==> config.mk <==
export PLATFORM = sky130hd
export DESIGN_NAME = lieat_exu_vpu_vcfg
export DESIGN_NICKNAME = d
export VERILOG_FILES = /design/src/rtl/lieat_exu_vpu_vcfg_pkg.sv /design/src/rtl/lieat_exu_vpu_vlmax.sv /design/src/rtl/lieat_general_dfflr.sv /design/src/rtl/lieat_exu_vpu_vcfg.sv
export SDC_FILE = /design/constraint.sdc
export NUM_CORES = 1
export LEC_CHECK = 0
export BUFFER_PORTS_ARGS = -buffer_cell sky130_fd_sc_hd__buf_4
export CELL_PAD_IN_SITES_DETAIL_PLACEMENT = 0
export CELL_PAD_IN_SITES_GLOBAL_PLACEMENT = 1
export CORE_MARGIN = 2
export CORE_UTILIZATION = 39
export CTS_BUF_LIST = sky130_fd_sc_hd__clkbuf_4 sky130_fd_sc_hd__clkbuf_8
export DETAILED_ROUTE_END_ITERATION = 10
export GPL_TIMING_DRIVEN = 0
export MAX_ROUTING_LAYER = met4
export PLACE_DENSITY = 0.92
export SETUP_SLACK_MARGIN = 0.3
export SLEW_MARGIN = 20
export SYNTH_ARGS = -nofsm -noshare
export SYNTH_HDL_FRONTEND = slang
export SYNTH_SLANG_ARGS = --single-unit
==> constraint.sdc <==
create_clock -name clock -period 4.9 [get_ports clock]
set_input_delay 0.49 -clock clock [delete_from_list [all_inputs] [get_ports clock]]
set_output_delay 0.49 -clock clock [all_outputs]
set_load 0.02 [all_outputs]
==> src/rtl/lieat_exu_vpu_vcfg_pkg.sv <==
// lieat_exu_vpu_vcfg_pkg: shared vector-configuration encodings, vtype layout and helpers.
package lieat_exu_vpu_vcfg_pkg;

  typedef enum logic [1:0] {
    VCFG_OP_VSETVLI  = 2'b00,
    VCFG_OP_VSETIVLI = 2'b01,
    VCFG_OP_VSETVL   = 2'b10,
    VCFG_OP_RSVD     = 2'b11
  } vcfg_op_e;

  localparam int VTYPE_VMA       = 7;
  localparam int VTYPE_VTA       = 6;
  localparam int VTYPE_VSEW_LSB  = 3;
  localparam int VTYPE_VLMUL_LSB = 0;

  localparam logic [2:0] VSEW_8  = 3'b000;
  localparam logic [2:0] VSEW_16 = 3'b001;
  localparam logic [2:0] VSEW_32 = 3'b010;
  localparam logic [2:0] VSEW_64 = 3'b011;

  localparam logic [2:0] VLMUL_1    = 3'b000;
  localparam logic [2:0] VLMUL_2    = 3'b001;
  localparam logic [2:0] VLMUL_4    = 3'b010;
  localparam logic [2:0] VLMUL_8    = 3'b011;
  localparam logic [2:0] VLMUL_RSVD = 3'b100;
  localparam logic [2:0] VLMUL_F8   = 3'b101;
  localparam logic [2:0] VLMUL_F4   = 3'b110;
  localparam logic [2:0] VLMUL_F2   = 3'b111;

  typedef struct packed {
    logic       vma;
    logic       vta;
    logic [2:0] vsew;
    logic [2:0] vlmul;
  } vtype_t;

  // log2(SEW/LMUL) up to a constant offset; vlmul read as a signed log2(LMUL)
  function automatic logic signed [4:0] vtype_ratio(vtype_t vt);
    return $signed({2'b00, vt.vsew}) - $signed({{2{vt.vlmul[2]}}, vt.vlmul});
  endfunction

endpackage

==> src/rtl/lieat_exu_vpu_vlmax.sv <==
// lieat_exu_vpu_vlmax: combinational (vsew, vlmul) -> vlmax and legality; vlmax is 0 when illegal.
module lieat_exu_vpu_vlmax
  import lieat_exu_vpu_vcfg_pkg::*;
#(
  parameter int VLEN = 128,
  parameter int ELEN = 32,
  parameter int VLW  = $clog2(VLEN) + 1
) (
  input  logic [2:0]     vsew,
  input  logic [2:0]     vlmul,
  output logic [VLW-1:0] vlmax,
  output logic           legal
);
  localparam int ELEN_LOG = $clog2(ELEN);
  logic [VLW-1:0] base;
  logic [3:0]     frac_log;
  always_comb begin
    base     = VLW'(VLEN >> 3) >> vsew;
    frac_log = 4'd8 - {1'b0, vlmul};
    // fractional LMUL needs SEW <= ELEN*LMUL, i.e. log2(SEW) + log2(1/LMUL) <= log2(ELEN)
    legal    = (vlmul != VLMUL_RSVD) && ({1'b0, vsew} <= 4'(ELEN_LOG - 3))
            && (!vlmul[2] || (5'd3 + {2'b00, vsew} + {1'b0, frac_log} <= 5'(ELEN_LOG)));
    vlmax    = !legal ? '0 : vlmul[2] ? base >> frac_log : base << vlmul[1:0];
  end
endmodule

==> src/rtl/lieat_general_dfflr.sv <==
// lieat_general_dfflr: load-enabled register with asynchronous active-low reset to RST.
module lieat_general_dfflr #(
  parameter int            DW  = 1,
  parameter logic [DW-1:0] RST = '0
) (
  input  logic          clk,
  input  logic          rst_n,
  input  logic          lden,
  input  logic [DW-1:0] dnxt,
  output logic [DW-1:0] qout
);
  always_ff @(posedge clk or negedge rst_n)
    if (!rst_n) qout <= RST;
    else if (lden) qout <= dnxt;
endmodule

==> src/rtl/lieat_exu_vpu_vcfg.sv <==
// lieat_exu_vpu_vcfg: two-stage vsetvli/vsetivli/vsetvl unit owning the vl and vtype CSRs.
// Define VPU_VCFG_VILL_CHECK_EN to set vill on illegal configs and on x0/x0 SEW/LMUL ratio changes.
module lieat_exu_vpu_vcfg
  import lieat_exu_vpu_vcfg_pkg::*;
#(
  parameter  int XLEN = 32,
  parameter  int VLEN = 128,
  parameter  int ELEN = 32,
  localparam int VLW  = $clog2(VLEN) + 1
) (
  input  logic            clock,
  input  logic            reset,
  input  logic            flush_req,
  input  logic            i_valid,
  output logic            i_ready,
  input  logic [1:0]      i_op,
  input  logic [4:0]      i_rs1,
  input  logic [4:0]      i_rd,
  input  logic [XLEN-1:0] i_src1,
  input  logic [XLEN-1:0] i_src2,
  input  logic [4:0]      i_uimm,
  input  logic [10:0]     i_zimm,
  input  logic [XLEN-1:0] i_pc,
  output logic            o_valid,
  input  logic            o_ready,
  output logic [XLEN-1:0] o_data,
  output logic [XLEN-1:0] o_pc,
  output logic [4:0]      o_rd,
  output logic            o_wen,
  output logic [VLW-1:0]  csr_vl,
  output logic [XLEN-1:0] csr_vtype,
  output logic            csr_vstart_clr
);
  localparam logic [XLEN-1:0] VILL = {1'b1, {(XLEN-1){1'b0}}};
`ifdef VPU_VCFG_VILL_CHECK_EN
  localparam logic [XLEN-1:0] VTYPE_RST = VILL;
`else
  localparam logic [XLEN-1:0] VTYPE_RST = '0;
`endif

  logic            o_sh, s2_adv, s1_ld, s2_ld, commit, is_ivli, is_vl;
  logic            s1_valid_d, s1_valid_q, s1_keep_d, s1_keep_q, s1_hi_d, s1_hi_q;
  logic [XLEN-1:0] s1_avl_d, s1_avl_q, s1_pc_q;
  vtype_t          s1_vt_d, s1_vt_q;
  logic [4:0]      s1_rd_q;
  logic            s2_valid_d, s2_valid_q;
  logic [VLW-1:0]  s2_vl_d, s2_vl_q;
  logic [XLEN-1:0] s2_vtype_d, s2_vtype_q, s2_pc_q;
  logic [4:0]      s2_rd_q;
  logic [VLW-1:0]  csr_vl_d, csr_vl_q;
  logic [XLEN-1:0] csr_vtype_d, csr_vtype_q;
  logic            csr_vstart_clr_d, csr_vstart_clr_q;
  logic [VLW-1:0]  vlmax, cur_vl;
  logic            legal;
  logic [XLEN-1:0] avl, vlmax_x, vl_min;
`ifdef VPU_VCFG_VILL_CHECK_EN
  vtype_t          cur_vt;
  logic            vill;
`endif
  logic            unused_bits;

  assign o_sh    = s2_valid_q & o_ready;
  assign s2_adv  = ~s2_valid_q | o_sh;
  assign i_ready = ~s1_valid_q | s2_adv;
  assign s1_ld   = i_valid & i_ready;
  assign s2_ld   = s2_adv & s1_valid_q;
  assign commit  = o_sh & ~flush_req;

  // capture: resolve AVL source and vtype source at accept time
  always_comb begin
    is_ivli   = i_op == VCFG_OP_VSETIVLI;
    is_vl     = i_op == VCFG_OP_VSETVL;
    s1_keep_d = ~is_ivli & (i_rs1 == '0) & (i_rd == '0);
    s1_avl_d  = is_ivli ? {{(XLEN-5){1'b0}}, i_uimm} : (i_rs1 != '0) ? i_src1 : (i_rd != '0) ? '1 : '0;
    s1_vt_d   = is_vl ? vtype_t'(i_src2[7:0]) : vtype_t'(i_zimm[7:0]);
    s1_hi_d   = is_vl & (|i_src2[XLEN-2:8]);
  end

  lieat_exu_vpu_vlmax #(.VLEN(VLEN), .ELEN(ELEN), .VLW(VLW)) u_vlmax (
    .vsew (s1_vt_q.vsew),
    .vlmul(s1_vt_q.vlmul),
    .vlmax(vlmax),
    .legal(legal)
  );

  // S1 result; x0/x0 reads the uncommitted S2 vl ahead of the CSR
  always_comb begin
    cur_vl  = s2_valid_q ? s2_vl_q : csr_vl_q;
    avl     = s1_keep_q ? {{(XLEN-VLW){1'b0}}, cur_vl} : s1_avl_q;
    vlmax_x = {{(XLEN-VLW){1'b0}}, vlmax};
    vl_min  = (avl < vlmax_x) ? avl : vlmax_x;
`ifdef VPU_VCFG_VILL_CHECK_EN
    cur_vt     = vtype_t'(s2_valid_q ? s2_vtype_q[7:0] : csr_vtype_q[7:0]);
    vill       = ~legal | s1_hi_q | (s1_keep_q & (vtype_ratio(s1_vt_q) != vtype_ratio(cur_vt)));
    s2_vl_d    = vill ? '0 : VLW'(vl_min);
    s2_vtype_d = vill ? VILL : {{(XLEN-8){1'b0}}, s1_vt_q};
`else
    s2_vl_d    = VLW'(vl_min);
    s2_vtype_d = {{(XLEN-8){1'b0}}, s1_vt_q};
`endif
  end

  always_comb begin
    s1_valid_d       = ~flush_req & (i_ready ? i_valid : s1_valid_q);
    s2_valid_d       = ~flush_req & (s2_adv ? s1_valid_q : s2_valid_q);
    csr_vl_d         = commit ? s2_vl_q : csr_vl_q;
    csr_vtype_d      = commit ? s2_vtype_q : csr_vtype_q;
    csr_vstart_clr_d = commit;
  end

  lieat_general_dfflr #(.DW(1))    u_s1_valid (.clk(clock), .rst_n(reset), .lden(1'b1), .dnxt(s1_valid_d), .qout(s1_valid_q));
  lieat_general_dfflr #(.DW(1))    u_s1_keep  (.clk(clock), .rst_n(reset), .lden(s1_ld), .dnxt(s1_keep_d),  .qout(s1_keep_q));
  lieat_general_dfflr #(.DW(1))    u_s1_hi    (.clk(clock), .rst_n(reset), .lden(s1_ld), .dnxt(s1_hi_d),    .qout(s1_hi_q));
  lieat_general_dfflr #(.DW(XLEN)) u_s1_avl   (.clk(clock), .rst_n(reset), .lden(s1_ld), .dnxt(s1_avl_d),   .qout(s1_avl_q));
  lieat_general_dfflr #(.DW(8))    u_s1_vt    (.clk(clock), .rst_n(reset), .lden(s1_ld), .dnxt(s1_vt_d),    .qout(s1_vt_q));
  lieat_general_dfflr #(.DW(XLEN)) u_s1_pc    (.clk(clock), .rst_n(reset), .lden(s1_ld), .dnxt(i_pc),       .qout(s1_pc_q));
  lieat_general_dfflr #(.DW(5))    u_s1_rd    (.clk(clock), .rst_n(reset), .lden(s1_ld), .dnxt(i_rd),       .qout(s1_rd_q));

  lieat_general_dfflr #(.DW(1))    u_s2_valid (.clk(clock), .rst_n(reset), .lden(1'b1),  .dnxt(s2_valid_d), .qout(s2_valid_q));
  lieat_general_dfflr #(.DW(VLW))  u_s2_vl    (.clk(clock), .rst_n(reset), .lden(s2_ld), .dnxt(s2_vl_d),    .qout(s2_vl_q));
  lieat_general_dfflr #(.DW(XLEN)) u_s2_vtype (.clk(clock), .rst_n(reset), .lden(s2_ld), .dnxt(s2_vtype_d), .qout(s2_vtype_q));
  lieat_general_dfflr #(.DW(XLEN)) u_s2_pc    (.clk(clock), .rst_n(reset), .lden(s2_ld), .dnxt(s1_pc_q),    .qout(s2_pc_q));
  lieat_general_dfflr #(.DW(5))    u_s2_rd    (.clk(clock), .rst_n(reset), .lden(s2_ld), .dnxt(s1_rd_q),    .qout(s2_rd_q));

  lieat_general_dfflr #(.DW(VLW))  u_csr_vl   (.clk(clock), .rst_n(reset), .lden(1'b1), .dnxt(csr_vl_d), .qout(csr_vl_q));
  lieat_general_dfflr #(.DW(XLEN), .RST(VTYPE_RST)) u_csr_vtype (
    .clk(clock), .rst_n(reset), .lden(1'b1), .dnxt(csr_vtype_d), .qout(csr_vtype_q));
  lieat_general_dfflr #(.DW(1))    u_csr_vsc  (.clk(clock), .rst_n(reset), .lden(1'b1), .dnxt(csr_vstart_clr_d), .qout(csr_vstart_clr_q));

  assign o_valid        = s2_valid_q;
  assign o_wen          = s2_valid_q;
  assign o_data         = {{(XLEN-VLW){1'b0}}, s2_vl_q};
  assign o_pc           = s2_pc_q;
  assign o_rd           = s2_rd_q;
  assign csr_vl         = csr_vl_q;
  assign csr_vtype      = csr_vtype_q;
  assign csr_vstart_clr = csr_vstart_clr_q;
  assign unused_bits    = ^{i_zimm[10:8], i_src2[XLEN-1], s1_hi_q, legal};
endmodule
# Word-level counts from Yosys, hierarchy flattened
# Index checks and enable logic that the tools add are counted.
[word_totals]
ff_bits = 150
inputBits = 129
output_inout_bits = 113
word_cells = 59
[op_classes]
addsub = 3
order_cmp = 3
eq_ne = 3
shifts = 3
muxes = 11
bitwise = 14
reduce_logical = 8
[op_table]
columns = ["op", "count"]
rows = [
  ["$mux 32", 4],
  ["$mux 8", 5],
  ["$lt 32x8->1", 1],
  ["$logic_not 5->1", 2],
  ["$reduce_bool 5->1", 2],
  ["$and 1x1->1", 8],
  ["$shl 8x2->8", 1],
  ["$shr 5x3->8 const A", 1],
  ["$shr 8x4->8", 1],
  ["$add 5x4->5", 1],
  ["$le 5x3->1 const B", 1],
  ["$add 2x3->4 const A", 1],
  ["$not 1->1", 4],
  ["$sub 4x3->4 const A", 1],
  ["$le 3x2->1 const B", 1],
  ["$ne 3x3->1 const B", 1],
  ["$eq 2x1->1 const B", 1],
  ["$eq 2x2->1 const B", 1],
  ["$logic_and 1x1->1", 2],
  ["$mux 1", 2],
  ["$or 1x1->1", 2],
  ["$logic_not 1->1", 1],
  ["$logic_or 1x1->1", 1],
]

# Logic depth before layout (Yosys ltp)
[depth]
ltp_word = 8
depth_mapped = 16
ltp_nobuf = 16

# Hierarchy
# From an unflattened synthesis, not the netlist that was laid out.
[unflattened]
cells_unflattened = 807
hier_area_um2 = 10500.1
[modules_own_cells]
columns = ["module", "n_inst", "cells_per_inst", "area_per_inst_um2", "seq_area_each_um2"]
rows = [
  ["lieat_general_dfflr (u_csr_vtype ...)", 5, 68, 1345.0, 800.8],
  ["lieat_exu_vpu_vcfg", 1, 301, 1681.6, 0.0],
  ["lieat_general_dfflr (u_csr_vl ...)", 3, 17, 331.6, 200.2],
  ["lieat_exu_vpu_vlmax", 1, 87, 575.6, 0.0],
  ["lieat_general_dfflr (u_s1_rd ...)", 2, 10, 181.4, 125.1],
  ["lieat_general_dfflr (u_csr_vsc ...)", 4, 2, 40.0, 25.0],
]

# Worst setup path after synthesis
# Ideal clock, no wire load.
[synth_path]
path_kind = "register -> register"
from = "register u_s1_vt.qout[0]"
to = "register u_s2_vl.qout[1]"
setup_time_ns = 0.125
t_arrival_ns = 4.035
t_required_ns = 4.775
slack_ns = 0.740
stages_incl_launch_ff = 14
n_path_buf = 1
synth_period_minus_slack_ns = 4.160
path_cell_list = "dfrtp_1 > clkbuf_1 > inv_1 > ha_1 > ha_1 > a21o_1 > a21boi_0 > mux2_2 > or2_2 > a21oi_1 > ha_1 > a211o_1 > o41ai_4 > mux2_4"
[synth_between]
elab_chain_cells = 8
word_cells_on_any_way = 13
cone_classes = "add/sub (2); order compare (2); eq/ne (1); shift (2); mux (3); reduce/logical (3)"
[synth_lines]
columns = ["item", "line", "rtl"]
rows = [
  ["start: declaration", "lieat_general_dfflr.sv:10", "output logic [DW-1:0] qout"],
  ["start signal: assignment", "lieat_general_dfflr.sv:14", "else if (lden) qout <= dnxt;"],
  ["$sub 4x3->4", "lieat_exu_vpu_vlmax.sv:19", "frac_log = 4'd8 - {1'b0, vlmul};"],
  ["$add 5x4->5", "lieat_exu_vpu_vlmax.sv:22", "&& (!vlmul[2] || (5'd3 + {2'b00, vsew} + {1'b0, frac_log} <= 5'(ELEN_LOG)));"],
  ["$le 5x3->1", "lieat_exu_vpu_vlmax.sv:22", ""],
  ["$logic_or 1x1->1", "lieat_exu_vpu_vlmax.sv:22", ""],
  ["$logic_and 1x1->1", "lieat_exu_vpu_vlmax.sv:22", ""],
  ["$mux 8 (*)", "lieat_exu_vpu_vlmax.sv:23", "vlmax = !legal ? '0 : vlmul[2] ? base >> frac_log : base << vlmul[1:0];"],
  ["$lt 32x8->1", "lieat_exu_vpu_vcfg.sv:91", "vl_min = (avl < vlmax_x) ? avl : vlmax_x;"],
  ["$mux 8 (*)", "lieat_exu_vpu_vcfg.sv:91", ""],
  ["end signal: assignment", "lieat_general_dfflr.sv:14", ""],
  ["end: declaration", "lieat_general_dfflr.sv:10", ""],
]
# Mark *: on every way between the ends. The rest lies on a longest branch, timed or not.
# A chain may end at the register's enable or synchronous reset.

# Worst setup path in the final report
[layout_path]
from = "register u_s1_vt.qout[1]"
to = "register u_s2_vl.qout[1]"
# The elaborated chain is that of the path after synthesis.

==> metrics.md <==
| Metric | Value |
|---|---|
| # diodes | `0` |
| PortBufs | `166` |
| Sequential area share after synthesis | `0.5098` |
| Drt wl/cell | `14.54 µm` |
| P per Cell Area | `around 350 nW/µm²` |
| Synth cell count leaders | `nand2_1 (233), dfrtp_1 (150), nor2_1 (58)` |
| Fraction of registers with async set/reset | `1.000` |
| Via/cell ratio | `4.663` |
| Io pins | `242` |
| CP arrival | `4650 ps` |
| Peak VDD IR | `0.0001562 V` |
| Final setup fails | `0` |
| Initial core utilization | `0.3950` |
| RSZ-0062 raised after global routing | `false` |
| R2R cell count | `16` |
| Area Overhead vs Synth | `29.77%` |
| Hold Crit Start | `flush_req` |
| Crit-path slowest cell | `mux2_2` |
| CTS Buf Count | `17` |
| Most common cell on crit path | `ha_1` |
| DR top layer | `met4` |
| Worst hold endpoint | `u_s2_valid.qout` |
| Worst Path Max Fanout | `10` |
| Initial antenna violation count | `0` |
| Leak pwr | `4.825 nW` |
| Setup CP Type | `reg2reg` |
| Deepest clock path buffer count | `2` |
| Netlist Area Pre-Place | `7363 µm²` |
| Period utilization | `0.8825` |
| Mean Syn Cell Area | `9.416 µm²` |
| Core area | `18,640 µm²` |
| Hold Path Depth | `2` |
| Detailed placement HPWL | `13.78 mm` |
| Post-route cell area | `between 9000 and 10,000 µm²` |
| Pre-CTS setup slack | `238.7 ps` |
| Post-Syn Instances | `between 700 and 800` |
| Status | `finished, final reports clean` |
| DR iter-0 viols | `~360` |
| Number of synthesized flops with an enable pin | `0` |
| Rows | `50` |
| Final std cells w/o fill | `1,265` |
| Area share of the largest cell type after synthesis | `0.5098` |
| Post-route DRC | `0` |
| Critical Path RT | `5220 ps` |
| Final ANT Viol Nets | `0` |
| Total power | `3.312 mW` |
| Final layout net count | `1,166` |
| Via count | `just under 6k` |
| Fin crit period | `around 4300 ps` |
| Area leader, netlist | `dfrtp_1` |
| Iteration count of the initial detailed-routing pass | `5` |
| Metal-1 WL | `8.456 mm` |
| Pin count of the biggest net entering global routing | `~100` |
| F_max | `between 200 and 250 MHz` |
| TNS Setup | `0 ps` |
| Max Cap Violations | `0` |
| Worst-skew pair later-pin latency | `450 ps` |
| R2R setup slack | `approximately 580 ps` |
| Crit-path leading delay family | `compound AO/OA/AOI/OAI gates` |
| Fin Clk Skew | `roughly 16 ps` |
| Crit. End Element | `flip-flop` |
| Die W | `roughly 140 µm` |
| WL final | `18.40 mm` |
| Wire length on met2 | `approximately 8.5 mm` |
| Crit-path cells | `clkbuf_2, inv_1, ha_1, ha_1, a21o_1, a21boi_0, mux2_2, or2_2, a21oi_1, ha_1, a211o_1, o21ai_0, o211ai_1, o41ai_4, buf_4, mux2_4` |
| Fraction of layout cells with a size suffix above 1 | `0.2968` |
| Top-count cell post-synth | `nand2_1` |
| Worst slew pin tran | `830.2 ps` |
| H-tree levels | `4` |
| Reg-to-reg startpoint | `u_s1_vt.qout[1]` |
| Count of final hold-check violations | `0` |
| Pins over their slew limit | `0` |
| Die area | `20,000 µm²` |
| CTS tree | `built` |
| Global-route wire length before repair | `29.60 mm` |
| Dpl cells | `around 1.2k` |
| Clk sinks | `150` |
| Gr ovfl total | `0` |
| Clock-pin slew on the worst setup and hold paths | `approximately 90 ps` |
| Startpoint types | `flip-flop` |
| Post-synth top flop | `dfrtp_1` |
| Post-DP Area | `9119 µm²` |
| Ranking of synthesized cells by area | `dfrtp_1 (51%), nand2_1 (12%), mux2_2 (5.8%), buf_4 (5.0%), mux2i_1 (3.8%)` |
| Die height | `141.4 µm` |
| Root Buffer Master | `clkbuf_8` |
| Worst setup margin | `roughly 580 ps` |
| Vias in the first global route | `5,691` |
| Worst slew margin | `0.4454` |
| CP bufs+invs | `3` |
| Detail Route met3 WL | `1.194 mm` |
| Synth cell types | `between 50 and 60` |
| GRT Util Overall | `0.1938` |
| Crit path largest cell delay | `410 ps` |
| Routability Congestion | `0.8699` |
| Warnings from Yosys | `0` |
| Worst R2R End | `u_s2_vl.qout[1]` |
| Synth Register Bits | `150` |
| Worst Hold Class | `in2reg` |
## worst reg2reg max path, stage by stage (launching register included)
cell and delay (ps):
dfrtp_1 370, clkbuf_2 220, inv_1 150, ha_1 360, ha_1 300, a21o_1 120, a21boi_0 200, mux2_2 410
or2_2 300, a21oi_1 160, ha_1 270, a211o_1 360, o21ai_0 180, o211ai_1 190, o41ai_4 90, buf_4 220
mux2_4 310
## worst max path at each step
stage,cells after the start,startpoint,endpoint
final,16,u_s1_vt.qout[1],u_s2_vl.qout[1]
after global placement,13,u_s1_vt.qout[0],u_s2_vl.qout[1]
after floorplan,13,u_s1_vt.qout[0],u_s2_vl.qout[1]
after global routing,16,u_s1_vt.qout[0],u_s2_vl.qout[1]
after detailed placement,16,u_s1_vt.qout[0],u_s2_vl.qout[1]
after CTS,16,u_s1_vt.qout[0],u_s2_vl.qout[1]
## placed cells by master (no fill, tap or decap), drive strengths merged, types with 3 or more instances in the layout
master and instances:
nor2 58, clkinv 4, clkbuf 48, nor4 8, inv 13, nor2b 4
mux2i 28, buf 231, clkinvlp 3, mux2 40, dfrtp 150, nand2 233
ha 17, conb 48, o21a 5, a21boi 4, nor3 7, o21ai 54
a21oi 25, a211oi 5, nand3 3, nand2b 5
## final cells by class
class                      count  area (µm²)
fill                        1801        9087
clock inverter                12       142.6
tap                          234       292.8
timing repair buffer         171        1314
inverter                      10       37.54
buffer                        90       539.3
multi-input combinational    579        3219
sequential                   150        3755
clock buffer                  19       255.2
## flip-flops by register name (all words and copies together), names as in the netlist, 8 cells and up
name and count:
u_s2_vtype.qout 8, u_csr_vl.qout 8, u_s1_pc.qout 32, u_s2_pc.qout 32, u_s1_avl.qout 32, u_s2_vl.qout 8
u_s1_vt.qout 8, u_csr_vtype.qout 8
## kinds of logic (layout without fill, tap and decap cells)
| logic type | count (synthesis) | after routing | share of synthesized area |
|---|---|---|---|
| AND/OR/NAND/NOR | 331 | 331 | 0.1825 |
| buffers and inverters | 100 | 302 | 0.07765 |
| AO/OA/AOI/OAI | 112 | 112 | 0.09431 |
| adder cells (fa/ha/maj) | 18 | 18 | 0.03161 |
| XOR/XNOR | 2 | 2 | 0.003399 |
| multiplexers | 68 | 68 | 0.1003 |
| other | 1 | 48 | 0.0005093 |
| flip-flops | 150 | 150 | 0.5098 |
## where the power goes
group	switching [mW]	internal [mW]	leakage, nW
combinational	0.471	0.366	2.77
sequential	0.103	1.40	1.86
clock	0.495	0.478	0.195
## per-stage QoR
stage,utilization,hold WS [ps]
after floorplan,-,194.4
after global placement,0.4870,440.3
after detailed placement,0.4891,424.2
after CTS,0.5122,174.8
after global routing,0.5126,185.1
final,0.5126,203.7
## timing repair
| action | 4_1_cts | 5_1_grt |
|---|---|---|
| setup endpoints to repair | 2 | 7 |
| gates cloned | 0 | 0 |
| resized for setup | 0 | 7 |
| endpoints found under the hold margin | 49 | 0 |
| pin swaps | 1 | 0 |
| hold buffers | 1 | 0 |
| buffers inserted | 3 | 0 |
## routing by layer
metal | up-vias | global-route usage
met1 | 2720 | 0.2646
met2 | 184 | 0.2908
met4 | 0 | 0.05526
met5 | - | -
li1 | 2974 | -
met3 | 21 | 0.04522
No activity file was read; power rests on OpenSTA's default activity.
